File: src/rtl/z80fi_insn_recorder.sv
// z80fi_insn_recorder
//   Producer side of the z80fi formal interface. It follows one instruction at a
//   time through the core:
//     - captures A/F/IP when the instruction starts;
//     - collects the fetched opcode bytes;
//     - captures A/F/IP when the instruction retires.
//   On retirement it presents one complete record with a single-cycle
//   z80fi_valid pulse. The block only observes the core and never drives it.
//
// Ports
//   clk, reset          core clock; synchronous active-high reset
//   insn_start          pulse, first cycle of a new instruction
//   fetch_valid         fetch_byte belongs to the current instruction
//   fetch_byte          opcode/operand byte, in fetch order
//   insn_done           pulse, the current instruction retires this cycle
//   cur_a/cur_f/cur_ip  live A, F and IP taps
//   z80fi_valid         one-cycle pulse, the record outputs are complete
//   z80fi_insn          fetched bytes, first-fetched byte in [7:0], unfetched bytes zero
//   z80fi_insn_len      number of bytes fetched (1..MAX_LEN)
//   z80fi_reg_*_in      A/F/IP at insn_start
//   z80fi_reg_*_out     A/F/IP at insn_done
//   rec_overflow        sticky flag, an instruction fetched more than MAX_LEN bytes
//
// MAX_LEN must be in the range 1..7 because the length field is 3 bits wide.

module z80fi_insn_recorder #(
  parameter int MAX_LEN = 4
) (
  input  logic                   clk,
  input  logic                   reset,
  input  logic                   insn_start,
  input  logic                   fetch_valid,
  input  logic [7:0]             fetch_byte,
  input  logic                   insn_done,
  input  logic [7:0]             cur_a,
  input  logic [7:0]             cur_f,
  input  logic [15:0]            cur_ip,
  output logic                   z80fi_valid,
  output logic [8*MAX_LEN-1:0]   z80fi_insn,
  output logic [2:0]             z80fi_insn_len,
  output logic [7:0]             z80fi_reg_a_in,
  output logic [7:0]             z80fi_reg_f_in,
  output logic [15:0]            z80fi_reg_ip_in,
  output logic [7:0]             z80fi_reg_a_out,
  output logic [7:0]             z80fi_reg_f_out,
  output logic [15:0]            z80fi_reg_ip_out,
  output logic                   rec_overflow
);

  typedef enum logic {IDLE, ACTIVE} state_t;

  state_t                 state_reg, state_next;
  logic [2:0]             count_reg, count_next;
  logic [8*MAX_LEN-1:0]   buf_reg, buf_next, buf_merged;
  logic [7:0]             a_in_reg, f_in_reg;
  logic [15:0]            ip_in_reg;

  logic                   valid_reg;
  logic [8*MAX_LEN-1:0]   insn_reg;
  logic [2:0]             len_reg;
  logic [7:0]             rec_a_in_reg, rec_f_in_reg, rec_a_out_reg, rec_f_out_reg;
  logic [15:0]            rec_ip_in_reg, rec_ip_out_reg;
  logic                   overflow_reg;

  logic                   active, retire, fetch_cur, fetch_new, room;
  logic                   store_cur, overflow_hit, emit;
  logic [2:0]             count_merged;

  assign active = (state_reg == ACTIVE);
  assign retire = active && insn_done;

  // A byte belongs to the running instruction unless that instruction is
  // being aborted this cycle (start without done). In the abort case the
  // byte goes to the freshly started instruction.
  assign fetch_cur = fetch_valid && active && (!insn_start || insn_done);
  assign fetch_new = fetch_valid && insn_start && !fetch_cur;

  assign room         = (count_reg < 3'(MAX_LEN));
  assign store_cur    = fetch_cur && room;
  assign overflow_hit = fetch_cur && !room;
  assign count_merged = count_reg + {2'b00, store_cur};

  // A retire with no bytes at all is malformed and produces no record.
  assign emit = retire && (count_merged != 3'd0);

  // The buffer as it looks with this cycle's byte included. A retire uses
  // this view so that a byte fetched in the retire cycle is recorded.
  for (genvar gi = 0; gi < MAX_LEN; gi++) begin : g_merge
    assign buf_merged[8*gi +: 8] = (store_cur && (count_reg == 3'(gi)))
                                   ? fetch_byte : buf_reg[8*gi +: 8];
  end

  always_comb begin
    state_next = state_reg;
    count_next = count_reg;
    buf_next   = buf_reg;
    if (insn_start) begin
      // Start a new capture. Any retiring instruction has already taken its
      // record from buf_merged in this same cycle.
      state_next    = ACTIVE;
      buf_next      = '0;
      buf_next[7:0] = fetch_new ? fetch_byte : 8'h00;
      count_next    = fetch_new ? 3'd1 : 3'd0;
    end else if (retire) begin
      state_next = IDLE;
      buf_next   = '0;
      count_next = 3'd0;
    end else if (active) begin
      buf_next   = buf_merged;
      count_next = count_merged;
    end
  end

  always_ff @(posedge clk) begin
    if (reset) begin
      state_reg      <= IDLE;
      count_reg      <= 3'd0;
      buf_reg        <= '0;
      a_in_reg       <= 8'h00;
      f_in_reg       <= 8'h00;
      ip_in_reg      <= 16'h0000;
      valid_reg      <= 1'b0;
      insn_reg       <= '0;
      len_reg        <= 3'd0;
      rec_a_in_reg   <= 8'h00;
      rec_f_in_reg   <= 8'h00;
      rec_ip_in_reg  <= 16'h0000;
      rec_a_out_reg  <= 8'h00;
      rec_f_out_reg  <= 8'h00;
      rec_ip_out_reg <= 16'h0000;
      overflow_reg   <= 1'b0;
    end else begin
      state_reg    <= state_next;
      count_reg    <= count_next;
      buf_reg      <= buf_next;
      valid_reg    <= emit;
      overflow_reg <= overflow_reg | overflow_hit;
      if (insn_start) begin
        a_in_reg  <= cur_a;
        f_in_reg  <= cur_f;
        ip_in_reg <= cur_ip;
      end
      // The record registers change only on retire and hold their value
      // until the next retire.
      if (emit) begin
        insn_reg       <= buf_merged;
        len_reg        <= count_merged;
        rec_a_in_reg   <= a_in_reg;
        rec_f_in_reg   <= f_in_reg;
        rec_ip_in_reg  <= ip_in_reg;
        rec_a_out_reg  <= cur_a;
        rec_f_out_reg  <= cur_f;
        rec_ip_out_reg <= cur_ip;
      end
    end
  end

  assign z80fi_valid      = valid_reg;
  assign z80fi_insn       = insn_reg;
  assign z80fi_insn_len   = len_reg;
  assign z80fi_reg_a_in   = rec_a_in_reg;
  assign z80fi_reg_f_in   = rec_f_in_reg;
  assign z80fi_reg_ip_in  = rec_ip_in_reg;
  assign z80fi_reg_a_out  = rec_a_out_reg;
  assign z80fi_reg_f_out  = rec_f_out_reg;
  assign z80fi_reg_ip_out = rec_ip_out_reg;
  assign rec_overflow     = overflow_reg;

endmodule

File: config.mk
export PLATFORM = sky130hd
export DESIGN_NAME = z80fi_insn_recorder
export DESIGN_NICKNAME = d
export VERILOG_FILES = /design/src/rtl/z80fi_insn_recorder.sv
export SDC_FILE = /design/constraint.sdc
export NUM_CORES = 1
export LEC_CHECK = 0
export ABC_AREA = 1
export CAP_MARGIN = 15
export CORE_MARGIN = 5
export CORE_UTILIZATION = 45
export CTS_BUF_LIST = sky130_fd_sc_hd__clkbuf_16
export DETAILED_ROUTE_END_ITERATION = 8
export HOLD_SLACK_MARGIN = 0.1
export PLACE_DENSITY = 0.76
export SYNTH_ARGS = -nofsm -noshare
export SYNTH_HDL_FRONTEND = slang
export SYNTH_SLANG_ARGS = --single-unit
File: constraint.sdc
create_clock -name clk -period 2.53 [get_ports clk]
set_input_delay 0.759 -clock clk [delete_from_list [all_inputs] [get_ports clk]]
set_output_delay 0.759 -clock clk [all_outputs]
set_load 0.02 [all_outputs]
==> results <==
==> layout by cell type (no fill, tap or decap), drive strengths merged <==
cell,count
clkbuf,18
xnor2,1
clkinv,7
nand4,17
nand2,106
dfxtp,169
o211ai,1
clkinvlp,4
o21ai,96
ha,2
a21oi,70
buf,34
bufinv,3
nand3,54
clkdlybuf4s50,143
o21a,1
inv,95
nor2,202
dlymetal6s2s,2
==> area by class of cell <==
| cell class | instances | area (um2) |
|---|---|---|
| multi-input combinational | 550 | 2450 |
| clock buffer | 17 | 425 |
| clock inverter | 14 | 158 |
| tap | 180 | 225 |
| fill | 1243 | 5120 |
| timing repair buffer | 180 | 1860 |
| inverter | 95 | 362 |
| sequential | 169 | 3380 |
==> final timing paths <==
| check | startpoint | endpoint | slack, ps |
|---|---|---|---|
| hold / removal | z80fi_insn_len[1] | z80fi_insn_len[1] | 470 |
| setup / recovery | insn_start | z80fi_reg_f_out[7] | 120 |
| setup reg to reg | active | z80fi_reg_f_out[7] | 530 |
| hold reg to reg | z80fi_insn_len[1] | z80fi_insn_len[1] | 470 |
==> cell families after synthesis <==
family	Yosys count	synth area share
AO/OA/AOI/OAI	168	0.131
XOR/XNOR	1	0.00136
adder cells (fa/ha/maj)	2	0.00388
AND/OR/NAND/NOR	379	0.241
flip-flops	169	0.524
buffers and inverters	145	0.0992
==> worst max-delay path: stages <==
cell	delay (ps)
clkdlybuf4s50_1	510
nand2_2	80
nand2_2	90
nor2_4	40
ha_1	180
ha_1	210
xnor2_2	150
nand2_2	90
nand2_4	90
buf_6	160
buf_4	150
o21ai_0	140
nor2_1	60
==> stage by stage <==
stage	hold slack (ps)	total power, uW	std cells
after floorplan	448	3220	864
after global placement	450	3510	1172
after detailed placement	461	3520	1172
after CTS	471	6090	1203
after global routing	481	6320	1205
final	467	6050	1205
==> power groups by stage <==
| stage | combinational, uW | sequential (uW) | clock, uW |
|---|---|---|---|
| floorplan | 277 | 2940 | 0 |
| global placement | 642 | 2870 | 0 |
| detailed placement | 650 | 2870 | 0 |
| CTS | 655 | 2820 | 2620 |
| global route | 732 | 2830 | 2760 |
| finish | 665 | 2820 | 2570 |
==> timing repair <==
action | CTS | global route
hold endpoints to repair | 0 | 0
gates resized for setup | 0 | 29
buffers inserted | 0 | 0
setup endpoints to repair | 0 | 99
==> layer usage <==
| metal | global-route usage | routed length, um | vias up |
|---|---|---|---|
| met5 | 0 | 0 | - |
| met4 | 0.0844 | 425 | 0 |
| met3 | 0.0503 | 975 | 34 |
| met2 | 0.313 | 7770 | 177 |
| met1 | 0.257 | 7310 | 2669 |
| li1 | - | - | 3036 |
==> impl_results.md <==
* Status: finished clean
* First-pass GRT wire length at 26,500 um
* Yosys warns at 0
* Core Area at 14,000 um2
* EDFF count, synth at 0
* Initial antenna violation count at 0
* Worst Max-Slew Pin Slew at 401 ps
* Sw frac at 0.241
* Worst-Skew Late Latency at 420 ps
* Max Cap Viol at 0
* Synth Register Bits at 169
* CTS Hold Buffers Added at 0
* Layout area overhead at 37.3%
* Final Hold Vio Count at 0
* Startpoint Class: primary input
* Syn nets at 911
* TritonCTS clock tree: built
* Cell Int Power at 4600 uW
* Max Fclk at 415 MHz
* DRT iter0 DRCs at 467
* LEAKAGE at 0.00357 uW
* Reg clk slew, reported paths at 60 ps
* Pre-antenna DRT Iters at 5
* Global route overflow at 0
* Syn Std Cell Area at 6460 um2
* RSZ-0062 raised after global routing: no
* DRT antenna net count at 0
* Clk network pwr share at 0.425
* H-tree depth at 4
* Root Buffer: clkbuf_16
* Most common cell in the netlist: nor2_1
* # port buffers at 145
* Pwr dens at 683 nW/um2
* Worst-path maximum fanout at 7
* Design Area, Final at 8860 um2
* Largest net degree at the start of global routing at 97
* Via count of the routed design at 5,916
* Post-layout util at 0.634
* Critical path arrival at 2720 ps
* Critical Path End Type: flip-flop
* Via/cell ratio at 4.91
* Drt total wl at 16,500 um
* Slew Viols, Final at 0
* Clock sinks at 169
* Period minus WS final at 2410 ps
* Total track usage at 0.198
* Hold Path Stages at 2
* Vias in the first global route at 5,387
* Post-Syn Area per Cell at 7.47 um2
* Die width at 130 um
* Period utilization at 0.953
* Num CTS Buffers at 17
* CP required at 2840 ps
* Starting Density at 0.462
* Seq pwr share at 0.465
* Layout cells sized above 1 at 0.0741
* Clock buffer depth at 2
* Biggest area consumer among synthesized cells: dfxtp_1
* Combinational fraction of design power at 0.110
* WS Path Type: primary input to flip-flop
* Synth Flop Type: dfxtp_1
* Num ports at 146
* Clock Skew at 7.36 ps
* Final setup viols at 0
* Remaining DRCs at 0
* Hold Path Class: flip-flop to flip-flop
* Reg2Reg Depth at 13
* Commonest cells in the synthesized netlist: nor2_1, dfxtp_1, nand2_1, o21ai_0, inv_1
* Largest cells by area after synthesis: dfxtp_1, nor2_1, o21ai_0, nand2_1, a21oi_1
* Ant. Diodes at 0
* Post-place setup slack at -370 ps
* Share of the synthesized area in the top cell type at 0.524
* Post-Place Cell Area at 8200 um2
* VDD IR-drop max at 0.000428 V
* Slew margin rel. at 0.732
* Fin worst setup slack at 120 ps
* Net Sw Power at 1460 uW
* Setup TNS at 0 ps
* Netlist cell types at 24
* Die area at 16,800 um2
* GP Congestion at 0.805
* Per-cell routed wire length at 13.7 um
* Placed wire-length estimate at 11,100 um
* Sequential area share after synthesis at 0.524
* Rows at 43
* Die height at 130 um
* Syn Inst Count at 864
* Ys async rst share at 0
* Fin nets at 1,060
Power figures use the tool's default switching activity.
